File: config.mk
export PLATFORM = sky130hd
export DESIGN_NAME = trisbus_arbiter
export DESIGN_NICKNAME = d
export VERILOG_FILES = /design/src/rtl/trisbus_arbiter.sv
export SDC_FILE = /design/constraint.sdc
export NUM_CORES = 1
export LEC_CHECK = 0
export BUFFER_PORTS_ARGS = -buffer_cell sky130_fd_sc_hd__buf_4
export CORE_UTILIZATION = 39
export DETAILED_ROUTE_END_ITERATION = 7
export PLACE_DENSITY = 0.64
export SLEW_MARGIN = 0
export SYNTH_ARGS = -nofsm -noshare
export SYNTH_HDL_FRONTEND = slang
export SYNTH_SLANG_ARGS = --single-unit
File: constraint.sdc
create_clock -name Clock -period 1.9 [get_ports Clock]
set_clock_uncertainty 0.05 [all_clocks]
set_input_delay 0.57 -clock Clock [delete_from_list [all_inputs] [get_ports Clock]]
set_output_delay 0.57 -clock Clock [all_outputs]
set_load 0.02 [all_outputs]
File: src/rtl/trisbus_arbiter.sv
// Round-robin arbiter for the Enable lines of N trisbuf drivers sharing one
// tristate bus. Each tenure is bounded by MAX_HOLD cycles (0 = unlimited), and
// between two owners all Enables stay low for TURN_CYCLES cycles.
module trisbus_arbiter #(
  parameter int unsigned N           = 4,
  parameter int unsigned MAX_HOLD    = 8,
  parameter int unsigned TURN_CYCLES = 1
) (
  input  logic                 Clock,
  input  logic                 Reset,
  input  logic [N-1:0]         Req,
  output logic [N-1:0]         Enable,
  output logic [$clog2(N)-1:0] Owner,
  output logic                 BusIdle
);

  localparam int unsigned OW = $clog2(N);
  localparam int unsigned HW = $clog2(MAX_HOLD + 1) + 1;
  localparam int unsigned TW = $clog2(TURN_CYCLES + 1) + 1;
  localparam logic [HW-1:0] HOLD_LIM = HW'(MAX_HOLD);
  localparam logic [TW-1:0] TURN_LIM = TW'(TURN_CYCLES);

  typedef enum logic [1:0] {
    IDLE,
    GRANT,
    TURN
  } state_t;

  state_t        state;
  logic [OW-1:0] ptr;
  logic [HW-1:0] hold;
  logic [TW-1:0] turn;

  logic          found;
  logic [OW-1:0] pick;
  logic          release_now;
  logic [OW-1:0] next_ptr;

  // First requester at or after ptr, wrapping modulo N.
  always_comb begin
    int unsigned j;
    found = 1'b0;
    pick  = '0;
    j     = 0;
    for (int unsigned i = 0; i < N; i++) begin
      j = (32'(ptr) + i) % N;
      if (!found && Req[j]) begin
        found = 1'b1;
        pick  = j[OW-1:0];
      end
    end
  end

  // Current owner gives up the bus on request drop or when the hold limit is hit.
  always_comb begin
    release_now = !Req[Owner] || ((MAX_HOLD != 0) && (hold == HOLD_LIM));
    next_ptr    = (Owner == OW'(N - 1)) ? '0 : Owner + 1'b1;
  end

  // Arbitration FSM with registered Enable/Owner/BusIdle.
  always_ff @(posedge Clock) begin
    if (Reset) begin
      state   <= IDLE;
      Enable  <= '0;
      Owner   <= '0;
      BusIdle <= 1'b1;
      ptr     <= '0;
      hold    <= '0;
      turn    <= '0;
    end else begin
      case (state)
        IDLE: begin
          if (found) begin
            Enable  <= {{(N-1){1'b0}}, 1'b1} << pick;
            Owner   <= pick;
            BusIdle <= 1'b0;
            hold    <= HW'(1);
            state   <= GRANT;
          end
        end
        GRANT: begin
          if (release_now) begin
            Enable  <= '0;
            BusIdle <= 1'b1;
            ptr     <= next_ptr;
            turn    <= TW'(1);
            state   <= TURN;
          end else if (MAX_HOLD != 0) begin
            hold <= hold + 1'b1;
          end
        end
        TURN: begin
          if (turn != TURN_LIM) begin
            turn <= turn + 1'b1;
          end else if (found) begin
            Enable  <= {{(N-1){1'b0}}, 1'b1} << pick;
            Owner   <= pick;
            BusIdle <= 1'b0;
            hold    <= HW'(1);
            state   <= GRANT;
          end else begin
            state <= IDLE;
          end
        end
        default: state <= IDLE;
      endcase
    end
  end

endmodule

* Word level (Yosys, flattened, before mapping)
Index checks and enable logic that the tools add are counted.
** Storage, ports and cells
- Bits of input ports :: 6
- Register bits :: 18
** Operators by class
- Eq/ne operators :: 10
- Reductions and logical operators :: 18
- Add/sub/neg operators :: 6
- Shifts and indexed selects :: 1
- $lt $le $gt $ge :: 5
- Multiplexer cells :: 42
** Operators with widths (number)
- $mux 2 :: 12
- $lt 2x3->1 const B :: 5
- $mux 5 :: 3
- $pmux 5 s3 :: 1
- $mux 1 :: 13
- $mux 4 :: 3
- $pmux 4 s3 :: 1
- $reduce_and 3->1 :: 4
- $bmux 1 s2 :: 5
- $ne 2x2->1 const B :: 5
- $pmux 2 s2 :: 2
- $add 2x1->2 const B :: 3
- $pmux 2 s3 :: 1
- $add 5x1->5 const B :: 1
- $eq 5x4->1 const B :: 1
- $add 2x2->2 const B :: 2
- $eq 2x2->1 const B :: 2
- $logic_not 1->1 :: 4
- $reduce_and 2->1 :: 2
- $reduce_bool 2->1 :: 2
- $shl 1x2->4 const A :: 1
- $logic_and 1x1->1 :: 3
- $pmux 1 s3 :: 1
- $reduce_bool 3->1 :: 1
- 4 further kinds :: 4

* Longest topological paths before layout
- Depth in word-level cells :: 16
- Gate-level depth with buffers :: 6
- Depth with buffers taken out :: 6

* Least setup slack after synthesis
Ideal clock, no wire load.
- Kind :: register -> register
- Start :: register Owner[0]
- End :: register hold[1]
- Period minus slack after synthesis :: 1.875 ns
- Library setup time :: 0.067 ns
- Stages on the path, launching flop included :: 5
- Slack :: 0.025 ns
- Arrival :: 1.758 ns
- Path through :: dfxtp_1 > mux4_2 > and3_4 > or3_1 > a21oi_2
** On the way
- Word-level cells in the longest chain between the ends :: 6
** Ends and longest elaborated chain
- from (decl) :: RTL line 13 : output logic [$clog2(N)-1:0] Owner,
- from (signal assigned) :: RTL line 75 : Owner <= pick;
- from (signal assigned) :: RTL line 97 : Owner <= pick;
- $bmux 1 s2 :: RTL line 56 : release_now = !Req[Owner] || ((MAX_HOLD != 0) && (hold == HOLD_LIM));
- $mux 1 (implied by the code) :: RTL line 56
- $logic_not 1->1 :: RTL line 56
- $logic_or 1x1->1 :: RTL line 56
- $ne 2x2->1 (no line)
- $reduce_and 3->1 (no line)
- to (signal assigned) :: RTL line 89 : hold <= hold + 1'b1;
- to (decl) :: RTL line 31 : logic [HW-1:0] hold;
No other way between the ends. The select of a mux whose other input is x is not followed.
A chain may end at the register's enable or synchronous reset.

* Worst setup path in the final report
- Start :: input port Req[0]
- End :: register hold[1]
** On the way
- Word-level cells in the longest chain between the ends :: 15
- Elaborated cells on any way between the ends :: 27
- Those cells by class :: eq/ne: 1; mux: 17; reduce/logical: 9
** Ends and longest elaborated chain
- from (decl) :: RTL line 11 : input logic [N-1:0] Req,
- $bmux 1 s2 :: RTL line 47 : if (!found && Req[j]) begin
- $mux 1 (implied by the code) :: RTL line 47
- $mux 1 :: RTL line 47
- $logic_not 1->1 :: RTL line 47
- $logic_and 1x1->1 :: RTL line 47
- $mux 1 :: RTL line 47
- $logic_not 1->1 :: RTL line 47
- $logic_and 1x1->1 :: RTL line 47
- $mux 1 :: RTL line 47
- $logic_not 1->1 :: RTL line 47
- $logic_and 1x1->1 :: RTL line 47
- $mux 1 :: RTL line 47
- $mux 5 (2 in series)
- $pmux 5 s3
Several ways; a longest one is shown, not always the timed one. The select of a mux whose other input is x is not followed.

==> results by group <==
Critical path
  • Required @ worst endpoint: ~2.1 ns
  • Data arrival, critical path: 1.94 ns
  • R2R cell count: 4
  • Crit. End Element: flop
  • Setup crit start kind: input pin
  • Worst Path Class, Setup: input pin to flop
  • Max FO, Critical Path: 6

Floorplanning
  • Number of I/O pins: 13
  • Initial core utilization: 0.413
  • Die Span Y: just over 50 um
  • Total Die Area: around 2500 um2
  • Die width: 50.4 um
  • Core ar.: 2210 um2
  • Row count: 17

Outcome
  • Status: finished clean

Logic synthesis
  • Seq/Total Area, Yosys: 0.394
  • Post-synth cell types: 35
  • Synth async-reset ratio: 0
  • Yosys top cell by area: dfxtp_1
  • Syn Inst Count: ~100
  • Commonest cells post-synth: 18 x dfxtp_1, 9 x nor2_1, 6 x nor3_1
  • Main synth FF type: dfxtp_1
  • #FFs+latches synth: 18
  • Cell area after synthesis: 915 um2
  • Area contributors post-synth: dfxtp_1 39%, ha_1 5.5%, nor2_1 3.7%
  • Yosys warnings: 0
  • Synth top area share: 0.394
  • EDFF count, synth: 0
  • Mean post-synth cell area: between 9 and 10 um2
  • Top-count cell post-synth: dfxtp_1
  • Net Count, Synth: ~110

Cells and area
  • Nets: 138
  • Final core occ: 0.534
  • # diodes: 0
  • Design area: 1180 um2
  • Layout cells sized above 1: 0.299
  • Area grow syn2layout: 29.1%

Routing
  • TritonRoute pass-1 iters: 2
  • Via density: 5.27
  • Starting DRT DRC Count: 6
  • Final WL: between 2000 and 2500 um
  • Routed length per placed instance: about 13 um
  • # DRC: 0
  • Vias post-DR: between 800 and 900
  • Detail Route Antenna Nets: 0

Pwr
  • Internal power: 669 uW
  • Psw: between 200 and 300 uW
  • Clock Power Share: 0.251
  • Sequential share of power: 0.459
  • P_leak: 0.496 nW
  • Comb power frac: 0.290
  • Switch share: 0.302
  • Peak VDD IR: between 0.0004 and 0.0005 V
  • Cell Pwr Density: 812 nW/um2
  • Total Power: roughly 960 uW

Clocking
  • Post-CTS setup buffers: 0
  • Worst-path clk slew: between 0.1 and 0.15 ns
  • # clock sinks: 18
  • Post-CTS sizing: 0
  • Num CTS Buffers: 3
  • Hold buffers post-CTS: 0
  • Clock Path Buffers: 2
  • Depth of the CTS H-tree: 1
  • Worst skew pair latency: 0.29 ns
  • Root Buffer Master: clkbuf_4
  • TritonCTS clock tree: built

Global routing
  • Pin count of the biggest net entering global routing: 20
  • Global Route Usage Sum: 0.189
  • Grt total ovfl: 0
  • First-pass GRT wire length: approximately 3600 um
  • Initial antenna violation count: 0
  • Vias in the first global route: ~830

Timing
  • Unrepaired setup endpoints after global routing: no
  • Max Slew Vio Count: 0
  • Final setup violation count: 0
  • Max Freq: between 500 and 600 MHz
  • Worst-Margin Slew: 0.440 ns
  • Minimum clock period: 1.75 ns
  • Final Hold Viols: 0
  • Max-slew headroom: 0.705
  • Crit share post-route: 0.920

Placement
  • Cell Area, Placed: roughly 1100 um2
  • DP HPWL: about 1600 um
  • GPL Wtd Cong: between 0.7 and 0.8
  • PortBufs: 12

Hold path
  • Worst hold path depth: 1
  • Hold Path Class: flop to flop

Job
  • Max Cap Viol: 0
[cells by family (layout without fill, tap and decap cells)]
group	Yosys count	count (layout)	share of synthesized area
AOI/OAI and AO/OA	15	15	0.135
DFF	18	18	0.394
buffers and inverters	7	36	0.0287
adders and majority gates	4	4	0.0547
and+or+nand+nor	47	47	0.301
xor gates and xnor gates	3	3	0.0287
muxes	4	4	0.0575
[layout by cell type, fill, tap and decap left out, drive strengths merged, types with 2 or more instances in the layout]
master	instances
a31o	2
a21oi	3
nor2b	4
nand3b	2
nand2	4
a211oi	2
nand4	3
nor4	2
ha	4
or3	3
and2	4
nand3	2
xor2	3
buf	27
inv	5
nor4b	2
dfxtp	18
mux2i	3
nor2	9
clkbuf	4
nor3	7
o22ai	2
[stage by stage]
| step | hold slack (ns) | setup slack [ns] | setup TNS, ns | instances |
|---|---|---|---|---|
| after floorplan | 0.400 | 0.0248 | 0 | 98 |
| after global placement | 0.403 | -0.132 | -0.350 | 151 |
| after detailed placement | 0.404 | -0.172 | -0.708 | 151 |
| after CTS | 0.433 | 0.144 | 0 | 155 |
| after global routing | 0.470 | 0.0377 | 0 | 155 |
| final | 0.426 | 0.152 | 0 | 155 |
[power groups by stage]
stage                     clock network [mW]  registers (mW)  logic, mW
final                                  0.241           0.440      0.278
after global routing                   0.271           0.447      0.306
after CTS                              0.251           0.441      0.282
after detailed placement                   0           0.449      0.281
after global placement                     0           0.448      0.274
after floorplan                            0           0.464      0.141
[per-layer routing]
metal | track usage | part of all wire
met1 | 0.210 | 0.43
met4 | 0.0694 | 0.0073
met5 | 0 | 0
met3 | 0.0364 | 0.022
met2 | 0.351 | 0.53
[flip-flops by register name, indices dropped and copies added (netlist names)]
name     count
BusIdle      1
Enable       4
Owner        2
hold         5
ptr          2
state        2
turn         2
[area by class of cell]
| cell class | count | area (um2) |
|---|---|---|
| sequential | 18 | 360 |
| fill | 225 | 1030 |
| inverter | 5 | 18.8 |
| tap | 28 | 35.0 |
| multi-input combinational | 73 | 528 |
| timing repair buffer | 27 | 203 |
| clock buffer | 4 | 36.3 |
[critical path: stages]
cell and delay [ns]:
buf_4 0.11, buf_4 0.13, nor4_1 0.33, buf_4 0.19
nor3_2 0.07, or3_1 0.38, a21oi_2 0.14
[final timing paths]
path | from | to | slack [ns]
setup reg to reg | Owner[0]$_SDFFE_PP0P_ | hold[1]$_SDFFE_PP0P_ | 0.17
hold / removal | BusIdle$_SDFFE_PP1P_ | BusIdle$_SDFFE_PP1P_ | 0.43
hold reg to reg | BusIdle$_SDFFE_PP1P_ | BusIdle$_SDFFE_PP1P_ | 0.43
setup / recovery | Req[0] | hold[1]$_SDFFE_PP0P_ | 0.15
Power figures use the tool's default switching activity.
